--- src/rtl/sw_job_sequencer.sv ---
// Job sequencer for the Smith-Waterman engine: optional set-t phase, then NUM_JOBS scoring jobs in order.
// Latency: start pulse 2 cycles after i_go with skip_t; result read data 1 cycle after address.
// Backpressure: waits on engine busy/valid handshakes; per-wait watchdog aborts to TOUT on a hung engine.
module sw_job_sequencer #(
  parameter int NUM_JOBS    = 2,
  parameter int PARAM_W     = 16,
  parameter int RESULT_W    = 16,
  parameter int TIMEOUT_CYC = 50000,
  parameter int GUARD_CYC   = 2,
  parameter int IDX_W       = (NUM_JOBS > 1) ? $clog2(NUM_JOBS) : 1,
  parameter int TO_W        = $clog2(TIMEOUT_CYC + 1)
) (
  input  logic                clk,
  input  logic                rst,
  input  logic                i_go,
  input  logic                i_skip_t,
  input  logic                i_param_we,
  input  logic [IDX_W-1:0]    i_param_waddr,
  input  logic [PARAM_W-1:0]  i_param_wdata,
  input  logic [IDX_W-1:0]    i_res_raddr,
  output logic [RESULT_W-1:0] o_res_rdata,
  output logic                o_set_t,
  output logic                o_start_cal,
  output logic [PARAM_W-1:0]  o_param,
  input  logic                i_busy,
  input  logic                i_valid,
  input  logic [RESULT_W-1:0] i_result,
  output logic                o_running,
  output logic [IDX_W-1:0]    o_job_idx,
  output logic                o_done,
  output logic                o_timeout,
  output logic [IDX_W-1:0]    o_err_job
);

  typedef enum logic [3:0] {
    S_IDLE, S_SET_T, S_WAIT_T, S_LOAD, S_START,
    S_WAIT_V, S_WAIT_B, S_NEXT, S_DONE, S_TOUT
  } state_t;

  localparam logic [IDX_W:0]   NJ      = (IDX_W + 1)'(NUM_JOBS);
  localparam logic [IDX_W-1:0] LAST    = IDX_W'(NUM_JOBS - 1);
  localparam logic [TO_W-1:0]  TO_LAST = TO_W'(TIMEOUT_CYC - 1);
  localparam logic [TO_W-1:0]  GUARD   = TO_W'(GUARD_CYC);

  state_t state, state_n;
  logic [IDX_W-1:0] job_idx;
  logic [TO_W-1:0]  wd_cnt;
  logic [PARAM_W-1:0]  param_tbl [NUM_JOBS];
  logic [RESULT_W-1:0] res_buf   [NUM_JOBS];

  logic idle_like, in_wait, guard_open, tout_hit, capture, go_acc, enter_load;
  logic [IDX_W-1:0] load_idx;

  assign idle_like  = (state == S_IDLE) || (state == S_DONE) || (state == S_TOUT);
  assign in_wait    = (state == S_WAIT_T) || (state == S_WAIT_V) || (state == S_WAIT_B);
  assign guard_open = (wd_cnt >= GUARD);
  assign tout_hit   = (wd_cnt == TO_LAST);
  assign go_acc     = idle_like && i_go;
  assign enter_load = (state_n == S_LOAD) && (state != S_LOAD);
  // The job about to be loaded: next index out of NEXT, job 0 out of a fresh start.
  assign load_idx   = (state == S_NEXT) ? job_idx + 1'b1 : (idle_like ? '0 : job_idx);
  assign o_running  = !idle_like;
  assign o_job_idx  = job_idx;

  // State register.
  always_ff @(posedge clk) begin
    if (rst) state <= S_IDLE;
    else     state <= state_n;
  end

  // Next-state decode and the single-cycle engine pulses; progress wins over a same-cycle timeout.
  always_comb begin
    state_n     = state;
    o_set_t     = 1'b0;
    o_start_cal = 1'b0;
    capture     = 1'b0;
    case (state)
      S_IDLE, S_DONE, S_TOUT: if (i_go) state_n = i_skip_t ? S_LOAD : S_SET_T;
      S_SET_T: begin
        o_set_t = 1'b1;
        state_n = S_WAIT_T;
      end
      S_WAIT_T: begin
        if (guard_open && !i_busy) state_n = S_LOAD;
        else if (tout_hit)         state_n = S_TOUT;
      end
      S_LOAD: state_n = S_START;
      S_START: begin
        o_start_cal = 1'b1;
        state_n     = S_WAIT_V;
      end
      S_WAIT_V: begin
        if (i_valid) begin
          capture = 1'b1;
          state_n = i_busy ? S_WAIT_B : S_NEXT;
        end else if (tout_hit) begin
          state_n = S_TOUT;
        end
      end
      S_WAIT_B: begin
        if (guard_open && !i_busy) state_n = S_NEXT;
        else if (tout_hit)         state_n = S_TOUT;
      end
      S_NEXT:  state_n = (job_idx == LAST) ? S_DONE : S_LOAD;
      default: state_n = S_IDLE;
    endcase
  end

  // Job index, parameter latch, watchdog and sticky status flags.
  always_ff @(posedge clk) begin
    if (rst) begin
      job_idx   <= '0;
      wd_cnt    <= '0;
      o_param   <= '0;
      o_done    <= 1'b0;
      o_timeout <= 1'b0;
      o_err_job <= '0;
    end else begin
      if (go_acc) begin
        job_idx   <= '0;
        o_done    <= 1'b0;
        o_timeout <= 1'b0;
        o_err_job <= '0;
      end else if (state == S_NEXT && state_n == S_LOAD) begin
        job_idx <= job_idx + 1'b1;
      end
      // Latched on entry to LOAD so the word is stable a full cycle before the start pulse.
      if (enter_load) o_param <= param_tbl[load_idx];
      if (state_n != state) wd_cnt <= '0;
      else if (in_wait)     wd_cnt <= wd_cnt + 1'b1;
      if (state == S_NEXT && state_n == S_DONE) o_done <= 1'b1;
      if (in_wait && state_n == S_TOUT) begin
        o_timeout <= 1'b1;
        o_err_job <= job_idx;
      end
    end
  end

  // Parameter table: host writes only while no run is active, in-range addresses only.
  always_ff @(posedge clk) begin
    if (i_param_we && idle_like && ({1'b0, i_param_waddr} < NJ))
      param_tbl[i_param_waddr] <= i_param_wdata;
  end

  // Result buffer: first valid of each job is captured while waiting for it.
  always_ff @(posedge clk) begin
    if (capture) res_buf[job_idx] <= i_result;
  end

  // Registered result read port; out-of-range addresses read as zero.
  always_ff @(posedge clk) begin
    if (rst)                              o_res_rdata <= '0;
    else if ({1'b0, i_res_raddr} < NJ)    o_res_rdata <= res_buf[i_res_raddr];
    else                                  o_res_rdata <= '0;
  end

endmodule
--- config.mk ---
export PLATFORM = sky130hd
export DESIGN_NAME = sw_job_sequencer
export DESIGN_NICKNAME = d
export VERILOG_FILES = /design/src/rtl/sw_job_sequencer.sv
export SDC_FILE = /design/constraint.sdc
export NUM_CORES = 1
export LEC_CHECK = 0
export CORE_ASPECT_RATIO = 0.7
export CORE_UTILIZATION = 55
export CTS_CLUSTER_DIAMETER = 200
export DETAILED_ROUTE_END_ITERATION = 16
export MAX_ROUTING_LAYER = met4
export PLACE_DENSITY_LB_ADDON = 0.15
export SYNTH_ARGS = -nofsm -noshare
export SYNTH_HDL_FRONTEND = slang
export SYNTH_SLANG_ARGS = --single-unit
--- constraint.sdc ---
create_clock -name clk -period 6.2 [get_ports clk]
set_clock_uncertainty 0.15 [all_clocks]
set_input_delay 1.55 -clock clk [delete_from_list [all_inputs] [get_ports clk]]
set_output_delay 1.55 -clock clk [all_outputs]
set_load 0.01 [all_outputs]
==> flow_metrics.py <==
metrics = {
    "clock_network": {
        "post_cts_buffers": 0,
        "cts_root_buffer": "clkbuf_16",
        "postCtsHoldBufs": 0,
        "cts_tree": "yes",
        "clockBufferDepth": 2,
        "clk_pin_slew_worst_paths_ns": 0.05,
        "ctsResizeCount": 0,
        "cts_sinks": 120,
        "cts_max_level": 4,
        "insertion_delay_ns": 0.40,
        "numCtsBuffers": 17,
    },
    "logic_synthesis": {
        "dominantRegCellSynth": "edfxtp_1",
        "netlist_area_sq_um": 4838,
        "synth_top_area_share_pct": 39.72,
        "ys_types": 58,
        "synth_top_area_cell": "edfxtp_1",
        "syn_area_per_cell_sq_um": 12.83,
        "synth-edff-count": 64,
        "synth.most_common_cell": "edfxtp_1",
        "syn_nets": 420,
        "ys_seq_elements": 120,
        "ys_seq_area_share_pct": 62.89,
        "yosys-top-cells-area": "edfxtp_1 40%, dfxtp_1 23%, mux2i_1 6.6%",
        "async_flop_share_pct": 0,
        "ys_top_cells_by_count": "64 x edfxtp_1, 56 x dfxtp_1, 45 x nor2_1, 32 x mux2i_1, 24 x a21oi_1",
        "ys_warn_count": 0,
        "syn_inst": 377,
    },
    "run": {
        "maxCapViolCount": 0,
    },
    "cells_and_area": {
        "design_area_sq_um": 6279,
        "layoutNonFillerInstCount": 593,
        "area_growth_pct": 29.76,
        "utilization_pct": 74.06,
        "fillers": 583,
        "nNetsFinal": 503,
        "layout-drive-gt1-share_pct": 12.90,
        "num_antenna_cells": 0,
    },
    "floorplan": {
        "dieArea_sq_um": 9182,
        "core_sq_um": 8478,
        "die_w_um": 114.1,
        "initial_core_util_pct": 57.07,
        "ios": 80,
        "fp-row-count": 28,
        "fp.dieH_um": 80.47,
    },
    "timing": {
        "finalSetupViolCount": 0,
        "relSlewSlack_pct": 21.36,
        "rsz0062_at_grt": "false",
        "min_period_ns": 4.052,
        "period_share_pct": 65.36,
        "setup_tns_ns": 0,
        "max_freq_mhz": 246.8,
        "tightest_slew_ns": 1.176,
        "maxSlewViolCount": 0,
        "hold_viol": 0,
    },
    "placement": {
        "gp_congestion": 0.9018,
        "port_buffers": 79,
        "place_area_sq_um": 5690,
        "dp.cells": 561,
        "dp.final_hpwl_um": 6678,
    },
    "worst_setup_path": {
        "crit_path_start_kind": "input port",
        "cpMaxStageDelayCell": "and2_1",
        "cp.arrival_ns": 4.14,
        "crit_chain": "clkdlybuf4s50_1, nand2b_1, a211o_1, and3_1, a311oi_4, buf_4, and2_1, a211oi_1",
        "crit_buf_inv": 2,
        "cp_max_fo": 17,
        "critPathTopFamily": "simple AND/OR/NAND/NOR gates",
        "required_ns": 6.29,
        "end_kind": "register",
        "crit_path_max_incr_delay_ns": 0.71,
        "worstSetupStartpoint": "i_go",
        "r2r-start": "state[2]$_SDFF_PP0_",
        "path_class": "input port to register",
    },
    "route": {
        "drc": 0,
        "first_iter_violations": 218,
        "drt-total-wl_um": 10240,
        "first_pass_iters": 4,
        "vias": 3226,
        "ant_nets": 0,
        "viasPerCell": 5.440,
        "post_drt_wl_per_cell_um": 17.26,
    },
    "global_routing": {
        "grt_pass1_vias": 3163,
        "grt-ovfl-total": 0,
        "grt_pass1_wl_um": 15810,
        "grt_usage_pct": 24.28,
        "grt_max_degree": 40,
        "antenna_found_initial": 0,
    },
    "power_and_ir_drop": {
        "powerDensity_nw_per_um2": 337.1,
        "p_leak_nw": 2.210,
        "vdd_ir_drop_max_v": 0.0002077,
    },
    "run_status": {
        "run_status": "completed",
    },
    "worst_hold_path": {
        "hold_path.class": "register to register",
        "hp-start": "o_timeout$_SDFFE_PP0P_",
    },
}
-- path summary, 6_finish.rpt --
check	end	slack, ns	depth (start not counted)
max	o_param[13]$_SDFFE_PP0P_	2.15	8
min	o_timeout$_SDFFE_PP0P_	0.30	1
max reg2reg	o_param[13]$_SDFFE_PP0P_	3.06	7
min reg2reg	o_timeout$_SDFFE_PP0P_	0.30	1
-- placed cells by master, fill, tap and decap left out, drive strengths merged, types with 3 or more instances in the layout --
cell	n
nor2	46
inv	7
and2	4
nor3	8
a21oi	26
xnor2	4
edfxtp	64
buf	3
mux2i	32
bufinv	3
a211oi	18
clkdlybuf4s50	79
o21ai	6
and3	7
clkinv	6
clkbuf	20
nand4	8
dfxtp	56
nand2b	5
a21o	5
nand3	6
nand2	14
xor2	11
-- layout make-up --
cell class / instances / area [sq um] / area share, %
clock buffers: 20 / 436.7 / 6.955
clock inverters: 12 / 151.4 / 2.411
inverters: 6 / 22.52 / 0.3587
multi-input cells: 233 / 1662 / 26.46
flip-flops and latches: 120 / 3043 / 48.47
well taps: 120 / 150.1 / 2.391
repair buffers: 82 / 813.3 / 12.95
-- per-layer routing --
layer,wire [um],track usage (%)
met3,490,4.604
met2,4756,36.30
met4,199,13.51
met1,4789,31.49
met5,0,-
-- sequential cells by signal, indices dropped and copies added, names as in the netlist --
signal and count:
o_done 1, o_err_job 1, o_job_idx 1, o_param 16
o_res_rdata 16, o_timeout 1, param_tbl 32, res_buf 32
state 4, wd_cnt 16
-- through the flow --
step | power [mW] | hold WS, ns | worst slack [ns]
floorplan | 1.054 | 0.3025 | 2.982
global placement | 1.149 | 0.2874 | 1.926
detailed placement | 1.155 | 0.2896 | 1.838
CTS | 2.126 | 0.3020 | 2.193
global route | 2.186 | 0.3221 | 2.066
finish | 2.116 | 0.2985 | 2.148
-- cell families (layout without fill, tap and decap cells) --
group                    count (synthesis)  after routing  share of synthesized area (%)
flip-flops                             120            120                          62.89
buffers and inverters                   24            120                          2.818
multiplexers                            32             32                          6.620
XOR/XNOR                                15             15                          2.715
AND/OR/NAND/NOR                        115            115                          13.24
adder cells (fa/ha/maj)                  2              2                         0.5171
AO/OA/AOI/OAI                           69             69                          11.20
-- report_power, final --
group,internal (mW),switching [mW],total (mW)
combinational,0.115,0.126,0.242
clock,0.631,0.341,0.972
sequential,0.878,0.0248,0.903
total,1.62,0.493,2.12
Note: power is estimated with default switching activity, not from simulation.
